<file path="src/rtl/ripple_carry_adder_16bit_if.sv">
// Operand/result bundle for the registered ripple-carry adder.
// The producer drives in1/in2/c_in and the adder returns sum/c_out one clock later.
interface ripple_carry_adder_16bit_if #(
   parameter int WIDTH = 16
);
   logic [WIDTH-1:0] in1;
   logic [WIDTH-1:0] in2;
   logic             c_in;
   logic [WIDTH-1:0] sum;
   logic             c_out;

   modport master (
      output in1,
      output in2,
      output c_in,
      input  sum,
      input  c_out
   );

   modport slave (
      input  in1,
      input  in2,
      input  c_in,
      output sum,
      output c_out
   );
endinterface

</file>
<file path="src/rtl/ripple_carry_adder_16bit.sv">
// Registered unsigned adder: a WIDTH-stage ripple chain of 1-bit full adders
// whose sum and carry-out are captured every rising edge (sync active-high reset).
module ripple_carry_adder_16bit #(
   parameter int WIDTH = 16
) (
   input  logic                           clk,
   input  logic                           rst,
   ripple_carry_adder_16bit_if.slave      bus
);

   // There is no handshake: every rising edge captures the current operands,
   // and the result is held on sum/c_out until the next edge.

   logic [WIDTH:0]   carry;
   logic [WIDTH-1:0] sum_comb;

   assign carry[0] = bus.c_in;

   // carry[0] -> carry[WIDTH] is the critical path that bounds the clock rate.
   for (genvar i = 0; i < WIDTH; i++) begin : g_stage
      logic half;
      assign half         = bus.in1[i] ^ bus.in2[i];
      assign sum_comb[i]  = half ^ carry[i];
      assign carry[i+1]   = (bus.in1[i] & bus.in2[i]) | (carry[i] & half);
   end

   always_ff @(posedge clk) begin
      if (rst) begin
         bus.sum   <= '0;
         bus.c_out <= 1'b0;
      end else begin
         bus.sum   <= sum_comb;
         bus.c_out <= carry[WIDTH];
      end
   end

endmodule

</file>
<file path="src/flat_wrapper.sv">
// flat-port wrapper written by rule: the top's interface ports become plain ports
module ripple_carry_adder_16bit_flat 
#(
   parameter int WIDTH = 16
)
  (clk, rst, bus_in1, bus_in2, bus_c_in, bus_sum, bus_c_out);
  ripple_carry_adder_16bit_if #(.WIDTH(WIDTH)) bus_i ();
  input  logic clk;
  input  logic rst;
  input wire logic [$bits(bus_i.in1)-1:0] bus_in1;
  input wire logic [$bits(bus_i.in2)-1:0] bus_in2;
  input wire logic [$bits(bus_i.c_in)-1:0] bus_c_in;
  output wire logic [$bits(bus_i.sum)-1:0] bus_sum;
  output wire logic [$bits(bus_i.c_out)-1:0] bus_c_out;
  assign bus_i.in1 = bus_in1;
  assign bus_i.in2 = bus_in2;
  assign bus_i.c_in = bus_c_in;
  assign bus_sum = bus_i.sum;
  assign bus_c_out = bus_i.c_out;
  ripple_carry_adder_16bit #(.WIDTH(WIDTH)) u_core (.clk(clk), .rst(rst), .bus(bus_i));
endmodule
</file>
<file path="config.mk">
export PLATFORM = sky130hd
export DESIGN_NAME = ripple_carry_adder_16bit_flat
export DESIGN_NICKNAME = d
export VERILOG_FILES = /design/src/rtl/ripple_carry_adder_16bit_if.sv /design/src/rtl/ripple_carry_adder_16bit.sv /design/src/flat_wrapper.sv
export SDC_FILE = /design/constraint.sdc
export NUM_CORES = 1
export LEC_CHECK = 0
export CAP_MARGIN = 30
export CELL_PAD_IN_SITES_DETAIL_PLACEMENT = 1
export CELL_PAD_IN_SITES_GLOBAL_PLACEMENT = 1
export CORE_MARGIN = 3
export CORE_UTILIZATION = 27
export CTS_BUF_LIST = sky130_fd_sc_hd__clkbuf_16
export DETAILED_ROUTE_END_ITERATION = 6
export PLACE_DENSITY = 0.76
export SLEW_MARGIN = 40
export SYNTH_ARGS = -nofsm -noshare
export SYNTH_HDL_FRONTEND = slang
export SYNTH_SLANG_ARGS = --single-unit
</file>
<file path="constraint.sdc">
create_clock -name clk -period 8.6 [get_ports clk]
set_input_delay 1.72 -clock clk [delete_from_list [all_inputs] [get_ports clk]]
set_output_delay 1.72 -clock clk [all_outputs]
set_load 0.03 [all_outputs]
</file>
==> results.sh <==
export IMPL_final_fill_count=301
export IMPL_io_pins=52
export IMPL_die_w_um=61.5
export IMPL_synth_nets=109
export IMPL_num_vias=594
export IMPL_p_per_area_mw_per_mm2=183
export IMPL_grt_start_max_net_pins=18
export IMPL_drtIter0Drc=8
export IMPL_firstDrtPassIters=2
export IMPL_grt_total_usage_pct=10.5
export IMPL_coreArea_mm2=0.00285
export IMPL_cpPeakStageDelay_ns=0.44
export IMPL_holdPathStages=4
export IMPL_dp_cells=139
export IMPL_drv_cap=0
export IMPL_ys_warn_count=0
export IMPL_path_common_cell="fa_1"
export IMPL_post_cts_buffers=0
export IMPL_critPathRequiredTime_ns=8.77
export IMPL_nNetsFinal=164
export IMPL_hold_path_end="u_core.bus.sum[15]"
export IMPL_hold_path_class="primary input to register"
export IMPL_critPathCaptureType="register"
export IMPL_grt_pass1_wl_mm=2.79
export IMPL_drive_above_1_share_pct=16.1
export IMPL_routed_via_density=4.15
export IMPL_start_util_pct=29.2
export IMPL_cts_root_buf="clkbuf_16"
export IMPL_rsz0062_at_grt="false"
export IMPL_hold_viol_final=0
export IMPL_wl_per_cell_um=13.3
export IMPL_place_congestion=0.632
export IMPL_finalCritPeriodShare_pct=97.0
export IMPL_place_hpwl_mm=1.68
export IMPL_fmax_ghz=0.120
export IMPL_cts_num_sinks=17
export IMPL_antenna_cells=0
export IMPL_post_route_util_pct=50.9
export IMPL_synth_top_cell_area_share_pct=40.9
export IMPL_worstHoldStart="bus_in2[15]"
export IMPL_htreeDepth=1
export IMPL_ys_seq_elements=17
export IMPL_clk_pin_slew_ns=0.05
export IMPL_drc_errors=0
export IMPL_die_h_um=61.5
export IMPL_syn_area_per_cell_um2=14.3
export IMPL_final_common_cell="clkdlybuf4s50_1"
export IMPL_crit_fanout=1
export IMPL_synth_area_leader_cell="dfxtp_1"
export IMPL_startpoint_type="primary input"
export IMPL_outcome="completed"
export IMPL_worstPathArrival_ns=8.51
export IMPL_max_slew_margin_pct=53.4
export IMPL_setup_viol=0
export IMPL_clockBufferDepth=2
export IMPL_path_cells="clkdlybuf4s50_1 -> fa_1 -> inv_1 -> fa_1 -> inv_1 -> fa_1 -> fa_1 -> fa_1 -> fa_1 -> fa_1 -> fa_1 -> fa_2 -> fa_1 -> fa_1 -> fa_1 -> fa_1 -> fa_1 -> fa_1 -> inv_1 -> fa_1 -> nor2_1"
export IMPL_multi_input_area_um2=457
export IMPL_antenna_left=0
export IMPL_netlist_instances=58
export IMPL_grt_pass1_vias=649
export IMPL_slew_violations=0
export IMPL_cts_buffers=3
export IMPL_synth_seq_area_share_pct=40.9
export IMPL_grt_ovfl_total=0
export IMPL_synth_area_um2=832
export IMPL_ys_types=7
export IMPL_peakVddDrop_v=0.0000726
export IMPL_regArea_um2=340
export IMPL_row_count=19
export IMPL_grt_antenna_before_repair=0
export IMPL_io_buffers=51
export IMPL_power_leakage_nw=0.596
export IMPL_syn_to_final_growth_pct=74.4
export IMPL_min_period_ns=8.34
export IMPL_die_area_mm2=0.00378
export IMPL_cts_tree="built"
export IMPL_layout_cells_non_filler=143
export IMPL_layout_common_cells="clkdlybuf4s50_1 (51), dfxtp_1 (17), fa_1 (15)"
export IMPL_drt_total_wl_mm=1.90
export IMPL_worst_pin_slew_ns=0.697
export IMPL_setup_worst_path_class="primary input to register"
export IMPL_synthTopCellsByArea="dfxtp_1 (41%), fa_1 (38%), and2b_2 (7.4%)"
export IMPL_cpMaxStageDelayCell="fa_1"
==> timing repair <==
item / CTS / global route
resized for setup: 0 / 1
hold buffers: 0 / 0
endpoints found under the setup margin: 0 / 1
==> report_power, final <==
group | leakage, nW | switching [mW] | internal [mW]
registers | 0.142 | 0.00264 | 0.0891
logic | 0.412 | 0.0395 | 0.0447
clock network | 0.0423 | 0.0281 | 0.0616
total | 0.596 | 0.0702 | 0.195
==> worst max path at each step <==
stage,startpoint,endpoint,slack (ns)
floorplan,bus_c_in,u_core.bus.sum[15],0.71
global placement,bus_c_in,u_core.bus.sum[15],0.03
detailed placement,bus_c_in,u_core.bus.sum[15],-0.07
CTS,bus_c_in,u_core.bus.sum[15],0.16
global route,bus_c_in,u_core.bus.sum[15],0.01
finish,bus_c_in,u_core.bus.sum[15],0.26
==> worst max-delay path: cells and delay by family <==
family	cells	cell delay, ns
buf+inv	4	0.64
simple gates	1	0.10
fa+ha+maj	16	6.03
==> logic make-up after synthesis <==
logic type	after synthesis	share of synthesized area, %
buf+inv	8	4.51
simple gates	17	16.1
fa+ha+maj	16	38.5
flops	17	40.9
==> flip-flops by register name, indices dropped and copies added (netlist names) <==
register / count
u_core.bus.c_out: 1
u_core.bus.sum: 16
==> Yosys cell counts <==
cell type  count
fa_1          16
nor2_1         3
inv_1          7
dfxtp_1       17
nor2b_2        7
and2b_2        7
buf_6          1
==> area by class of cell <==
| cell class | count | area share [%] |
|---|---|---|
| clock buffer | 3 | 5.17 |
| sequential | 17 | 23.4 |
| timing repair buffer | 51 | 35.2 |
| clock inverter | 1 | 0.259 |
| inverter | 7 | 1.81 |
| multi-input combinational | 33 | 31.5 |
| tap | 31 | 2.67 |
==> metal layers <==
layer / global-route usage (%) / vias to the layer above / share of wire (%)
li1: - / 273 / -
met2: 20.3 / 25 / 59
met1: 10.4 / 294 / 35
met4: 5.45 / 0 / 0.74
met3: 2.10 / 2 / 5.6
met5: 0 / - / 0
==> per-stage QoR <==
stage	instance area, µm²	TNS [ns]	total power [mW]	hold slack (ns)	setup WS, ns
6_report	1450	0	0.266	2.20	0.259
5_1_grt	1450	0	0.282	2.24	0.0115
4_1_cts	1450	0	0.271	2.20	0.163
3_5_place_dp	1370	-0.0727	0.179	2.45	-0.0727
3_3_place_gp	1370	0	0.176	2.44	0.0257
2_1_floorplan	832	0	0.135	1.93	0.714
Note: power is estimated with default switching activity, not from simulation.
